File: src/rtl/half_adder_pipe.sv
// Bank of WIDTH independent registered half adders with a valid qualifier and
// a saturating count of valid results that produced at least one carry.
module half_adder_pipe #(
    parameter int WIDTH = 1,
    parameter int CNT_W = 16
) (
    input  logic             clk,
    input  logic             rst_n,
    input  logic             in_valid,
    input  logic [WIDTH-1:0] a,
    input  logic [WIDTH-1:0] b,
    input  logic             cnt_clr,
    output logic             out_valid,
    output logic [WIDTH-1:0] sum,
    output logic [WIDTH-1:0] c_out,
    output logic             any_carry,
    output logic [CNT_W-1:0] carry_cnt
);

    localparam logic [CNT_W-1:0] CNT_MAX = '1;

    logic [WIDTH-1:0] sum_d;
    logic [WIDTH-1:0] carry_d;
    logic             carry_event;

    // NOTE: combinational block assigns every output unconditionally, so no latch is inferred.
    always_comb begin
        sum_d       = a ^ b;
        carry_d     = a & b;
        carry_event = in_valid & (|carry_d);
    end

    // Results are captured only under in_valid, so X on idle inputs never reaches the outputs.
    // NOTE: sequential state uses non-blocking assignments so all registers update from pre-edge values.
    always_ff @(posedge clk or negedge rst_n) begin
        if (!rst_n) begin
            out_valid <= 1'b0;
            sum       <= '0;
            c_out     <= '0;
            any_carry <= 1'b0;
        end else begin
            out_valid <= in_valid;
            if (in_valid) begin
                sum       <= sum_d;
                c_out     <= carry_d;
                any_carry <= |carry_d;
            end
        end
    end

    // Clear has priority over a same-edge increment; the count sticks at its maximum.
    always_ff @(posedge clk or negedge rst_n) begin
        if (!rst_n) begin
            carry_cnt <= '0;
        end else if (cnt_clr) begin
            carry_cnt <= '0;
        end else if (carry_event && (carry_cnt != CNT_MAX)) begin
            carry_cnt <= carry_cnt + 1'b1;
        end
    end

endmodule

File: config.mk
export PLATFORM = sky130hd
export DESIGN_NAME = half_adder_pipe
export DESIGN_NICKNAME = d
export VERILOG_FILES = /design/src/rtl/half_adder_pipe.sv
export SDC_FILE = /design/constraint.sdc
export NUM_CORES = 1
export LEC_CHECK = 0
export ABC_CLOCK_PERIOD_IN_PS = 2400
export BUFFER_PORTS_ARGS = -buffer_cell sky130_fd_sc_hd__buf_2
export CAP_MARGIN = 20
export CORE_MARGIN = 1
export CORE_UTILIZATION = 51
export CTS_CLUSTER_DIAMETER = 200
export DETAILED_ROUTE_END_ITERATION = 16
export PLACE_DENSITY = 0.89
export SYNTH_ARGS = -nofsm -noshare
export SYNTH_HDL_FRONTEND = slang
export SYNTH_SLANG_ARGS = --single-unit
export TNS_END_PERCENT = 100
File: constraint.sdc
create_clock -name clk -period 2.4 [get_ports clk]
set_input_delay 0.24 -clock clk [delete_from_list [all_inputs] [get_ports clk]]
set_output_delay 0.24 -clock clk [all_outputs]
set_load 0.02 [all_outputs]
======== Word-level counts from Yosys, hierarchy flattened ========
Index checks and enable logic that the tools add are counted.
W data, S select, Z words.
word-level totals
  bits in registers ....................... 19
  input bits .............................. 6
  output and inout port bits .............. 20
  logic and storage cells ................. 13
cells by class
  $add $sub $neg .......................... 1
  equality and inequality tests ........... 1
  mux-type cells .......................... 2
  bitwise operators ....................... 3
  reductions and logical operators ........ 2
operators by type and width
  kind                     count
  $mux W16                 2
  $add A16 B1 Y16 const B  1
  $ne A16 B16 Y1 const B   1
  $and A1 B1 Y1            2
  $reduce_bool A2 Y1       1
  $logic_and A1 B1 Y1      1
  $xor A1 B1 Y1            1

======== Logic depth before layout (Yosys ltp) ========
  word-level depth ........................ 5
  depth in mapped cells ................... 6
  depth with buffers taken out ............ 5

======== Worst setup path after synthesis ========
No wires, ideal clock.
  path kind ............................... register to register
  from .................................... register carry_cnt[3]
  to ...................................... register carry_cnt[15]
  library setup time ...................... 0.078 ns
  arrival ................................. 1.804 ns
  data required time ...................... 2.322 ns
  slack ................................... 0.518 ns
  stages on the path, launching flop included .. 5
  buffers on the path ..................... 0
  clock period less this slack ............ 1.882 ns
  cell sequence ........................... dfrtp_1 nand4_4 or4_4 or4_1 a21oi_1
between the ends
  cells in the longest elaborated chain, start to end .. 3
  elaborated cells between the ends (all ways) .. 6
  those cells by class .................... add/sub: 1; eq/ne: 1; mux: 2; reduce/logical: 2
RTL lines
  element                                                   line    text
  from (decl)                                               17      output logic [CNT_W-1:0] carry_cnt
  from (signal assigned)                                    58      carry_cnt <= carry_cnt + 1'b1;
  $add A16 B1 Y16 / $ne A16 B16 Y1 (equally long branches)  58, 57
  $mux W16 / $logic_and A1 B1 Y1 (equally long branches)    57      end else if (carry_event && (carry_cnt != CNT_MAX)) begin
  $mux W16 / $reduce_bool A2 Y1 (equally long branches)     n/a
Parallel ways exist; a longest one is shown, timed or not. The select of a mux whose other input is x is not followed.
A chain may end at the register's enable or synchronous reset.

======== Final worst setup path ========
Ends and elaborated chain as after synthesis.

==> impl_metrics.csv <==
group,metric,value,unit
outcome,status,"complete, no violations",
placed_design,port_buffers,25,
sta,tns,0,ns
sta,grt_setup_unrepaired,"false",
logic_synthesis,ys_seq_elements,19,
placed_design,numPlacedInstances,157,
logic_synthesis,synth_area_per_cell,9.77,sq um
worst_setup_path,worst_r2r_startpoint,"carry_cnt[3]",
logic_synthesis,synth_top_family_by_area,"simple AND/OR/NAND/NOR gates",
sta,setup_violations,0,
worst_setup_path,r2r_setup_slack,0.50,ns
grt,grt_util_all_layers,0.226,
final_layout,final_common_cell,"buf_2",
sta,slew_viol_final,0,
final_layout,mostFrequentLayoutCells,"25 x buf_2, 19 x dfrtp_1, 14 x a21oi_1",
clock_network,clock_latency,0.30,ns
floorplan,ioPinCount,26,
routing,drc_errors,0,
grt,grt_pass1_wl,3.51,mm
clock_network,clkSinkCount,19,
floorplan,fp.dieH,47.7,um
worst_setup_path,critical_path.max_fanout,9,
clock_network,htreeDepth,1,
worst_setup_path,ff2ff_path_depth,4,
floorplan,fp.dieW,47.7,um
sta,post-route-min-period,1.90,ns
clock_network,cts_tree,"built",
clock_network,path_clk_slew,0.11,ns
final_layout,nNetsFinal,144,
routing,detail-route-antenna-nets,0,
floorplan,start_util,0.543,
clock_network,ctsHoldBuffers,1,
grt,antenna_found_initial,0,
clock_network,cts_setup_buffers,0,
min_path,hold_class,"in -> reg",
routing,firstDrtPassIters,4,
pwr,total_leakage_power,0.554,nW
logic_synthesis,synth_xor_area_frac,0,
logic_synthesis,synthSimpleGateAreaFrac,0.304,
logic_synthesis,synth_area,0.00106,sq mm
final_layout,drive_above_1_share,0.267,
flow_run,max_cap_viol_count,0,
sta,fin_skew,0.00435,ns
worst_setup_path,critPathKind,"reg -> reg",
clock_network,numCtsBuffers,3,
routing,routedWlPerCell,14.8,um
clock_network,post_cts_resized,0,
floorplan,rows,16,
sta,hold_viol,0,
worst_setup_path,worstSetupEndpointType,"flop",
routing,first_iter_violations,33,
sta,tightest_slew,0.773,ns
logic_synthesis,synthCells,109,
logic_synthesis,synth_fa_ha_area_frac,0.0235,
clock_network,cts-root-buf,"clkbuf_4",
logic_synthesis,netlist-cell-type-count,34,
grt,busiest_layer,"met2",
sta,maxSlewHeadroom,0.480,
clock_network,cts.path.max_buffers,2,
min_path,min_from,"in_valid",
logic_synthesis,synth_compound_area_frac,0.159,
floorplan,die_area,0.00227,sq mm
grt,grt_use_met2,0.343,
worst_setup_path,required,2.63,ns
final_layout,final_cells,162,
final_layout,fillers,182,
routing,via_per_inst,6.08,
logic_synthesis,synthMuxAreaShare,0.0306,
grt,grt_max_degree,20,
worst_setup_path,r2r-end,"carry_cnt[15]",
pwr,ir_drop,275,uV
grt,grt_pass1_vias,835,
sta,fin_crit_sh,0.792,
final_layout,antenna_cells,0,
pwr,powerDensity,432,mW/mm^2
floorplan,core-area,0.00196,sq mm
grt,grt.overflow.total,0,
routing,vias,985,
worst_setup_path,critPathLaunchType,"flop",
placed_design,dpl.hpwl,1.68,mm
logic_synthesis,synth_warnings,0,
final_layout,multi_input_area,551,sq um
worst_setup_path,cp.arrival,2.13,ns
final_layout,area_growth,16.8,%
placed_design,place_congestion,0.934,
grt,grt_use_met1,0.291,
logic_synthesis,syn_nets,117,
grt,grtUsageMet3,0.0377,
min_path,worstHoldEndpoint,"out_valid",
logic_synthesis,ys_seq_area_frac,0.447,
final_layout,seq_area,475,sq um
sta,fmax,0.526,GHz
routing,drt-total-wl,2.40,mm
min_path,whs_path_depth,1,
==> worst max-delay path, stage by stage, from the launching register on <==
cell and delay [ns]:
dfrtp_1 0.52, nand4_4 0.21, or4_4 0.55, or4_1 0.40, a21oi_1 0.15
==> power breakdown <==
group          switching, W  internal, W
Clock              0.000101    0.0000647
Combinational     0.0000291    0.0000140
Sequential       0.00000328     0.000326
==> area by class of cell <==
| type | count | area share |
|---|---|---|
| clock buffers | 4 | 0.0211 |
| flip-flops and latches | 19 | 0.382 |
| well taps | 27 | 0.0272 |
| inverters | 4 | 0.0121 |
| multi-input cells | 81 | 0.443 |
| repair buffers | 27 | 0.115 |
==> per-stage QoR <==
| step | power [W] | utilization | setup WS, ns | hold WS [ns] | cell area [sq um] |
|---|---|---|---|---|---|
| after floorplan | 0.000358 | - | 0.518 | -0.0556 | 1060 |
| final | 0.000537 | 0.634 | 0.500 | 0.121 | 1240 |
| after global placement | 0.000376 | 0.615 | 0.559 | 0.198 | 1210 |
| after CTS | 0.000541 | 0.634 | 0.492 | 0.111 | 1240 |
| after global routing | 0.000561 | 0.634 | 0.227 | 0.105 | 1240 |
| after detailed placement | 0.000378 | 0.615 | 0.437 | 0.208 | 1210 |
==> layer usage <==
| layer | share of wire | wire length, um |
|---|---|---|
| met1 | 0.41 | 994 |
| met2 | 0.52 | 1240 |
| met3 | 0.058 | 140 |
| met4 | 0.011 | 26 |
| met5 | 0 | 0 |
==> worst max path at each step <==
| stage | from | endpoint | cells after the start |
|---|---|---|---|
| 2_1_floorplan | carry_cnt[3] | carry_cnt[15] | 4 |
| 3_3_place_gp | carry_cnt[3] | carry_cnt[15] | 4 |
| 3_5_place_dp | a | carry_cnt[11] | 6 |
| 4_1_cts | carry_cnt[3] | carry_cnt[6] | 4 |
| 5_1_grt | carry_cnt[3] | carry_cnt[4] | 4 |
| 6_report | carry_cnt[3] | carry_cnt[15] | 4 |
==> cells by family after synthesis <==
logic type | Yosys count
adder cells (fa/ha/maj) | 2
multiplexers | 3
AND/OR/NAND/NOR | 47
buffers and inverters | 9
flip-flops | 19
AO/OA/AOI/OAI | 29
==> flip-flops by register name, summed over array words and instances (netlist names) <==
register,cells
out_valid,1
sum,1
carry_cnt,16
any_carry,1
==> synthesized netlist by cell type <==
library cell	count	area, sq um
nor4_4	1	21.3
or4_1	8	60.1
nand4_2	1	12.5
buf_2	1	5.00
ha_1	2	25.0
or3_1	4	25.0
or3_2	1	7.51
nor4_1	3	18.8
dfrtp_1	19	475
mux2_2	1	11.3
and4_1	1	8.76
a21oi_1	14	70.1
and4_2	1	10.0
o21ai_0	6	30.0
and2_1	1	6.26
nor2b_1	2	12.5
nand4_4	1	21.3
mux2_1	1	11.3
clkbuf_1	2	7.51
nand3_1	4	20.0
a311oi_1	1	8.76
nor3_1	1	5.00
nand3b_1	1	7.51
nand2_1	7	26.3
and3_1	1	6.26
nor3b_1	1	7.51
nand4_1	4	25.0
buf_1	1	3.75
buf_4	1	7.51
o31ai_1	8	60.1
inv_1	4	15.0
mux2i_1	1	10.0
or4_4	1	11.3
nor2_1	3	11.3
(Power assumes the default switching activity.)
